$ cat src/rtl/dma_lite_seq.sv
// dma_lite_seq: programs one channel of an AXI-DMA style engine through a simple
// register-write port. It runs one transfer per start, waits for the completion
// interrupt or a timeout, then clears the channel status.
//
// Ports:
//   clk, rst       - clock (rising edge) and asynchronous active-high reset
//   start          - run one transfer; sampled only while idle
//   dir            - channel select: 0 = MM2S (base 0x00), 1 = S2MM (base 0x30)
//   addr_lo/hi     - buffer address words, latched at start
//   length         - transfer length in bytes, latched at start
//   irq            - completion interrupt for the selected channel
//   lite_awaddr    - register write byte offset (ADDR_W bits)
//   lite_wdata     - register write data
//   lite_valid     - one-cycle write request pulse
//   lite_end       - write-complete acknowledge from the register master
//   busy           - high from the cycle after start is accepted until done
//   done           - one-cycle completion pulse
//   timeout_err    - qualifies done when the run ended without an irq
module dma_lite_seq #(
    parameter int unsigned ADDR_W  = 10,
    parameter int unsigned ADDR64  = 1,
    parameter int unsigned TIMEOUT = 65535
) (
    input  logic              clk,
    input  logic              rst,
    input  logic              start,
    input  logic              dir,
    input  logic [31:0]       addr_lo,
    input  logic [31:0]       addr_hi,
    input  logic [31:0]       length,
    input  logic              irq,
    output logic [ADDR_W-1:0] lite_awaddr,
    output logic [31:0]       lite_wdata,
    output logic              lite_valid,
    input  logic              lite_end,
    output logic              busy,
    output logic              done,
    output logic              timeout_err
);

    localparam logic [31:0] CrData   = 32'h0001_1001;
    localparam logic [31:0] SrData   = 32'h0001_1000;
    localparam logic [31:0] TimeoutW = 32'(TIMEOUT);

    typedef enum logic [2:0] {
        StIdle    = 3'd0,
        StIssue   = 3'd1,
        StWaitEnd = 3'd2,
        StWaitIrq = 3'd3,
        StClear   = 3'd4,
        StWaitClr = 3'd5,
        StDone    = 3'd6
    } state_e;

    typedef enum logic [1:0] {
        StepCr   = 2'd0,
        StepAddr = 2'd1,
        StepMsb  = 2'd2,
        StepLen  = 2'd3
    } step_e;

    state_e      state_q, state_d;
    step_e       step_q, step_d, step_next;
    logic        dir_q, dir_d;
    logic [31:0] addr_lo_q, addr_lo_d;
    logic [31:0] addr_hi_q, addr_hi_d;
    logic [31:0] length_q, length_d;
    logic        irq_pend_q, irq_pend_d;
    logic [31:0] cnt_q, cnt_d;
    logic        tmo_q, tmo_d;

    logic [7:0]  base;
    logic [7:0]  offset;

    always_ff @(posedge clk or posedge rst) begin
        if (rst) begin
            state_q    <= StIdle;
            step_q     <= StepCr;
            dir_q      <= 1'b0;
            addr_lo_q  <= 32'd0;
            addr_hi_q  <= 32'd0;
            length_q   <= 32'd0;
            irq_pend_q <= 1'b0;
            cnt_q      <= 32'd0;
            tmo_q      <= 1'b0;
        end else begin
            state_q    <= state_d;
            step_q     <= step_d;
            dir_q      <= dir_d;
            addr_lo_q  <= addr_lo_d;
            addr_hi_q  <= addr_hi_d;
            length_q   <= length_d;
            irq_pend_q <= irq_pend_d;
            cnt_q      <= cnt_d;
            tmo_q      <= tmo_d;
        end
    end

    // Write following the current one; the MSB write is skipped for 32-bit addressing.
    always_comb begin
        step_next = StepLen;
        unique case (step_q)
            StepCr:   step_next = StepAddr;
            StepAddr: step_next = (ADDR64 != 0) ? StepMsb : StepLen;
            StepMsb:  step_next = StepLen;
            default:  step_next = StepLen;
        endcase
    end

    always_comb begin
        state_d    = state_q;
        step_d     = step_q;
        dir_d      = dir_q;
        addr_lo_d  = addr_lo_q;
        addr_hi_d  = addr_hi_q;
        length_d   = length_q;
        irq_pend_d = irq_pend_q;
        cnt_d      = cnt_q;
        tmo_d      = tmo_q;

        case (state_q)
            StIdle: begin
                if (start) begin
                    state_d    = StIssue;
                    step_d     = StepCr;
                    dir_d      = dir;
                    addr_lo_d  = addr_lo;
                    addr_hi_d  = addr_hi;
                    length_d   = length;
                    irq_pend_d = 1'b0;
                    cnt_d      = 32'd0;
                    tmo_d      = 1'b0;
                end
            end
            StIssue, StWaitEnd: begin
                // The engine may fire as soon as LEN is written, before the ack arrives.
                if (step_q == StepLen && irq) begin
                    irq_pend_d = 1'b1;
                end
                if (lite_end) begin
                    if (step_q == StepLen) begin
                        state_d = StWaitIrq;
                        // cnt_q counts cycles elapsed since the LEN ack.
                        cnt_d   = 32'd1;
                    end else begin
                        state_d = StIssue;
                        step_d  = step_next;
                    end
                end else begin
                    state_d = StWaitEnd;
                end
            end
            StWaitIrq: begin
                if (irq_pend_q || irq) begin
                    state_d = StClear;
                end else if (TIMEOUT != 0 && (cnt_q + 32'd1) >= TimeoutW) begin
                    // Clear lands TIMEOUT cycles after the LEN ack.
                    state_d = StClear;
                    tmo_d   = 1'b1;
                end else begin
                    cnt_d = cnt_q + 32'd1;
                end
            end
            StClear: begin
                state_d = lite_end ? StDone : StWaitClr;
            end
            StWaitClr: begin
                if (lite_end) begin
                    state_d = StDone;
                end
            end
            StDone: begin
                state_d = StIdle;
            end
            default: begin
                state_d = StIdle;
            end
        endcase
    end

    assign base = dir_q ? 8'h30 : 8'h00;

    always_comb begin
        offset      = 8'h00;
        lite_wdata  = 32'd0;
        lite_valid  = 1'b0;
        busy        = 1'b1;
        done        = 1'b0;
        timeout_err = 1'b0;

        case (state_q)
            StIdle: begin
                busy = 1'b0;
            end
            StIssue, StWaitEnd: begin
                lite_valid = (state_q == StIssue);
                unique case (step_q)
                    StepCr: begin
                        offset     = base;
                        lite_wdata = CrData;
                    end
                    StepAddr: begin
                        offset     = base + 8'h18;
                        lite_wdata = addr_lo_q;
                    end
                    StepMsb: begin
                        offset     = base + 8'h1C;
                        lite_wdata = addr_hi_q;
                    end
                    default: begin
                        offset     = base + 8'h28;
                        lite_wdata = length_q;
                    end
                endcase
            end
            StWaitIrq: begin
            end
            StClear, StWaitClr: begin
                lite_valid = (state_q == StClear);
                offset     = base + 8'h04;
                lite_wdata = SrData;
            end
            StDone: begin
                done        = 1'b1;
                timeout_err = tmo_q;
            end
            default: begin
                busy = 1'b0;
            end
        endcase

        lite_awaddr = ADDR_W'(offset);
    end

endmodule

$ cat config.mk
export PLATFORM = sky130hd
export DESIGN_NAME = dma_lite_seq
export DESIGN_NICKNAME = d
export VERILOG_FILES = /design/src/rtl/dma_lite_seq.sv
export SDC_FILE = /design/constraint.sdc
export NUM_CORES = 1
export LEC_CHECK = 0
export ABC_AREA = 1
export CAP_MARGIN = 20
export CORE_MARGIN = 2
export CORE_UTILIZATION = 47
export DETAILED_ROUTE_END_ITERATION = 8
export PLACE_DENSITY = 0.77
export SYNTH_ARGS = -nofsm -noshare
export SYNTH_HDL_FRONTEND = slang
export SYNTH_SLANG_ARGS = --single-unit
$ cat constraint.sdc
create_clock -name clk -period 4.98 [get_ports clk]
set_input_delay 1.494 -clock clk [delete_from_list [all_inputs] [get_ports clk]]
set_output_delay 1.494 -clock clk [all_outputs]
set_load 0.02 [all_outputs]
### After elaboration in Yosys (flattened, before gate mapping)

Index checks and enable logic that the tools add are counted.

| word-level totals | value |
|---|---|
| bits in registers | 136 |
| logic and storage cells | 84 |

| operators by class | value |
|---|---|
| order comparisons | 1 |
| reductions and logical operators | 16 |
| add/sub/neg operators | 5 |
| muxes and demuxes | 34 |
| eq/ne operators | 19 |

Operator list:

| operator | count |
|---|---|
| one-hot mux 32 bit (3 select lines) | 2 |
| 2-to-1 mux 32 bit | 5 |
| one-hot mux 32 bit (2 select lines) | 1 |
| adder 32 x 1 -> 32 bit, second input constant | 1 |
| >= comparator 32 x 16 -> 1 bit, second input constant | 1 |
| one-hot mux 7 bit (3 select lines) | 1 |
| inequality test 2 bit, second input constant | 9 |
| 2-to-1 mux 3 bit | 5 |
| one-hot mux 3 bit (5 select lines) | 1 |
| adder 6 x 5 -> 7 bit, second input constant | 2 |
| one-hot mux 7 bit (2 select lines) | 1 |
| 2-to-1 mux 2 bit | 5 |
| equality test 3 bit, second input constant | 3 |
| one-hot mux 2 bit (2 select lines) | 2 |
| AND reduction 4 bit | 2 |
| adder 6 x 3 -> 7 bit, second input constant | 1 |
| adder 6 x 6 -> 7 bit, second input constant | 1 |
| 2-to-1 mux 1 bit | 7 |
| equality test 3 x 2 -> 1 bit, second input constant | 2 |
| 2-to-1 mux 6 bit | 1 |
| one-hot mux 1 bit (2 select lines) | 3 |
| AND reduction 3 bit | 2 |
| AND reduction 6 bit | 1 |
| OR reduction 6 bit | 1 |
| other kinds (12) | 15 |

### Depth between registers and ports, before layout

| depth | value |
|---|---|
| word-level depth | 5 |
| depth in mapped cells | 17 |

### Worst setup path before layout

No wires, ideal clock.

| timing path | value |
|---|---|
| path type | reg2out |
| start | reg state_q[2] |
| end | out lite_wdata[10] |
| data arrival time | 1.963 ns |
| stages on the path, launching flop included | 10 |
| setup slack | 1.523 ns |
| data required time | 3.486 ns |
| path buffers | 2 |
| cells stage by stage | dfrtp_1 -> inv_1 -> nand2_1 -> nor2_1 -> inv_1 -> nor2_1 -> buf_2 -> buf_1 -> nand2_1 -> o21ai_0 |

| on the way | value |
|---|---|
| cells in the longest elaborated chain, start to end | 3 |

Ends and longest elaborated chain:

| element | line | RTL |
|---|---|---|
| from (decl) | 62 | `state_e state_q, state_d;` |
| from (signal assigned) | 77 | `state_q <= StIdle;` |
| from (signal assigned) | 87 | `state_q <= state_d;` |
| equality test 3 bit, or another cell as far along | 191 | `case (state_q)` |
| OR reduction 2 bit (on tied branches) | n/a |  |
| one-hot mux 32 bit (2 select lines) (*) | 191 |  |
| to (decl) | 33 | `output logic [31:0] lite_wdata,` |

Every way passes the cells marked *; elsewhere a longest branch is shown, timed or not.

### Final worst setup path

| timing path | value |
|---|---|
| start | reg state_q[2] |
| end | out lite_wdata[16] |

The elaborated chain is that of the path after synthesis.

==> results.txt <==
----------------------------------------------------
[Run status]
  Status ... complete, no violations

[STA]
  Final-layout worst hold slack ... 0.490 ns
  FMAX ... 212 MHz
  Setup TNS after final layout ... 0 ns
  Slew Viols, Final ... 0
  Hold Vio Cnt, Final ... 0
  Post-layout minimum cycle time ... 4.72 ns
  Final worst path period share ... 94.7%
  Maximum clock skew at final layout ... 0.0129 ns
  Transition at the pin with the smallest max-transition slack ... 1.08 ns
  Setup repair after global routing missed its margin ... false
  Setup-violating endpoint count in the final report ... 0
  Setup slack after layout ... 0.264 ns
  Worst-case headroom to the max-slew limit ... 27.7%

[Logic synthesis]
  Share of synthesized registers carrying an async set or reset ... 100%
  Synth Cell Area ... 7490 um2
  Dominant cells by area after synthesis ... dfrtp_1 (45%), nand2_1 (15%), o21ai_0 (8.6%)
  Number of storage elements in the synthesis netlist ... 136
  Post-Synthesis Mean Instance Area ... 7.52 um2
  Area leader, netlist ... dfrtp_1
  Gate count of the mapped netlist ... 996
  Commonest cells in the netlist ... nand2_1 (296), inv_1 (159), dfrtp_1 (136)
  Top flip-flop cell by instance count after synthesis ... dfrtp_1
  Synth unique cells ... 42
  Area share of the leading cell type in the synthesized netlist ... 45.4%
  Warnings, synthesis ... 0
  Most frequently used cell type in the post-synthesis netlist ... nand2_1
  Number of enable flip-flop cells after synthesis ... 0
  Share of the yosys chip area belonging to registers ... 45.4%

[Clock tree]
  Root buffer selected by CTS ... clkbuf_16
  Post-CTS setup buffer count ... 0
  Clock latency at the later pin of the worst-skew pair ... 0.42 ns
  Clk buf depth ... 2
  Number of buffers added by the clock tree synthesis step ... 17
  CTS tree ... built
  Clock transition at the registers of the reported paths ... 0.06 ns
  Resized cells post-CTS ... 0
  Number of buffers inserted for hold repair after clock tree synthesis ... 0
  H-tree lvl count ... 4
  Clock tree sinks ... 136

[Placed design]
  Number of port buffers ... 142
  Worst slack after detailed placement ... 0.758 ns
  Final HPWL from detailed placement ... 12.9 mm
  Weighted congestion at the end of routability-driven global placement ... 0.840

[Setup path]
  Crit path capture type ... primary output
  Worst-path maximum fanout ... 10
  Category of the most critical setup path ... reg -> out
  Required @ worst endpoint ... 3.49 ns
  Arrival time worst endpoint ... 3.22 ns
  Sort of element at the start of the critical path ... flip-flop

[Routing]
  Number of detailed-route iterations in the first pass ... 7
  Routed Wire Length ... 18.0 mm
  Per-cell routed wire length ... 13.3 um
  Final ANT Viol Nets ... 0
  Via density per instance ... 4.89
  Residual DRC count ... 0
  Via count ... 6624
  First-iteration detailed-routing DRC count ... 471

[Floorplan]
  Number of rows in the core area ... 46
  Height of the die ... 130 um
  Starting utilization of the core area ... 47.7%
  Core region area ... 15700 um2
  I/O pin cnt ... 148
  Chip Width ... 130 um
  Die area ... 17000 um2

[Cells and area]
  Fraction of layout instances using a drive strength above 1 ... 9.05%
  Number of nets in the layout ... 1238
  Antenna diode count ... 0
  Area added between synthesis and finish ... 29.2%
  Fin util ... 61.6%

[Power]
  Leakage Power ... 4.35 nW
  Worst VDD drop ... 0.271 mV
  Power density over cell area ... 501 nW/um2

[Global routing]
  All-layer global routing usage ... 22.5%
  Maximum number of pins on one net before global-route repair ... 137
  Number of antenna violations at the first check in global routing ... 0
  First-pass GRT wire length ... 29.8 mm
  Via count of the first global-routing pass ... 6297
  Total global routing overflow ... 0

[Min path]
  Type of the worst min-delay path ... reg -> reg

[Job]
  Count of max-cap constraint violations ... 0

----------------------------------------------------
==> layout by cell type, fill, tap and decap left out, types with 3 or more instances in the layout <==
master	instances
nand2_1	296
nand2_2	14
clkdlybuf4s50_1	142
clkbuf_16	17
bufinv_16	3
o21ai_2	16
buf_4	4
nor2_1	63
o21ai_0	128
nor2_4	16
a221oi_1	3
inv_1	158
nand2_4	4
nand4_1	8
buf_12	3
o22ai_1	30
dfrtp_1	136
nand3_1	34
o21bai_1	3
conb_1	5
clkinvlp_4	5
ha_1	10
nor2_2	6
a21oi_1	3
inv_6	6
==> metrics by stage <==
step	instances	total power (W)	cell area [um2]
final	1354	0.00485	9680
after global routing	1354	0.00518	9680
after CTS	1354	0.00488	9680
after detailed placement	1323	0.00357	9080
after global placement	1323	0.00352	9080
after floorplan	1000	0.00298	7510
==> layer usage <==
metal,up-vias,GRT usage (%),share of wire (%)
met5,-,0,0
met4,0,8.35,2.3
met3,30,8.04,7.0
met2,172,35.2,46
met1,3050,28.8,44
li1,3372,-,-
==> cell type report <==
class / count / area [um2]
Clock inverter: 13 / 169
Inverter: 162 / 619
Timing Repair Buffer: 149 / 1510
Multi-Input combinational cell: 660 / 3270
Sequential cell: 136 / 3400
Tap cell: 216 / 270
Fill cell: 1393 / 6040
Clock buffer: 18 / 429
==> report_power, final <==
part           internal (W)  total [W]  switching (W)
clock network      0.000791    0.00129       0.000495
logic              0.000672    0.00190        0.00123
registers           0.00152    0.00166       0.000140
total               0.00298    0.00485        0.00187
==> flip-flops by register name, indices dropped and copies added, names as in the netlist <==
register	flops
step_q	2
tmo_q	1
cnt_q	32
state_q	3
addr_hi_q	32
length_q	32
addr_lo_q	32
irq_pend_q	1
dir_q	1
==> worst max-delay path: stages, from the launching register on <==
cell and delay, ns:
dfrtp_1 0.43, inv_1 0.11, nand2_1 0.11, nor2_1 0.35, inv_1 0.20, nor2_2 0.47, inv_1 0.23, o221ai_1 0.24
clkdlybuf4s50_1 0.65
==> path summary, 6_finish.rpt <==
path | from | end | slack [ns] | cells past startpoint
setup / recovery | state_q[2]$_DFFE_PP0P_ | lite_wdata[16] | 0.26 | 8
hold / removal | addr_lo_q[0]$_DFFE_PP0P_ | addr_lo_q[0]$_DFFE_PP0P_ | 0.49 | 2
setup reg to reg | cnt_q[1]$_DFFE_PP0P_ | cnt_q[28]$_DFFE_PP0P_ | 2.14 | 16
hold reg to reg | addr_lo_q[0]$_DFFE_PP0P_ | addr_lo_q[0]$_DFFE_PP0P_ | 0.49 | 2
max in group asynchronous | rst | addr_lo_q[29]$_DFFE_PP0P_ | 2.76 | 3
min in group asynchronous | rst | addr_hi_q[12]$_DFFE_PP0P_ | 1.54 | 3
==> logic make-up after synthesis <==
kind of cell    Yosys count  share of synthesized area (%)
fa+ha+maj                10                           1.67
flops                   136                           45.4
simple gates            452                           27.0
buf+inv                 204                           11.1
other cells               1                         0.0501
xor+xnor                  1                          0.117
compound gates          192                           14.7
Power figures use the tool's default switching activity.
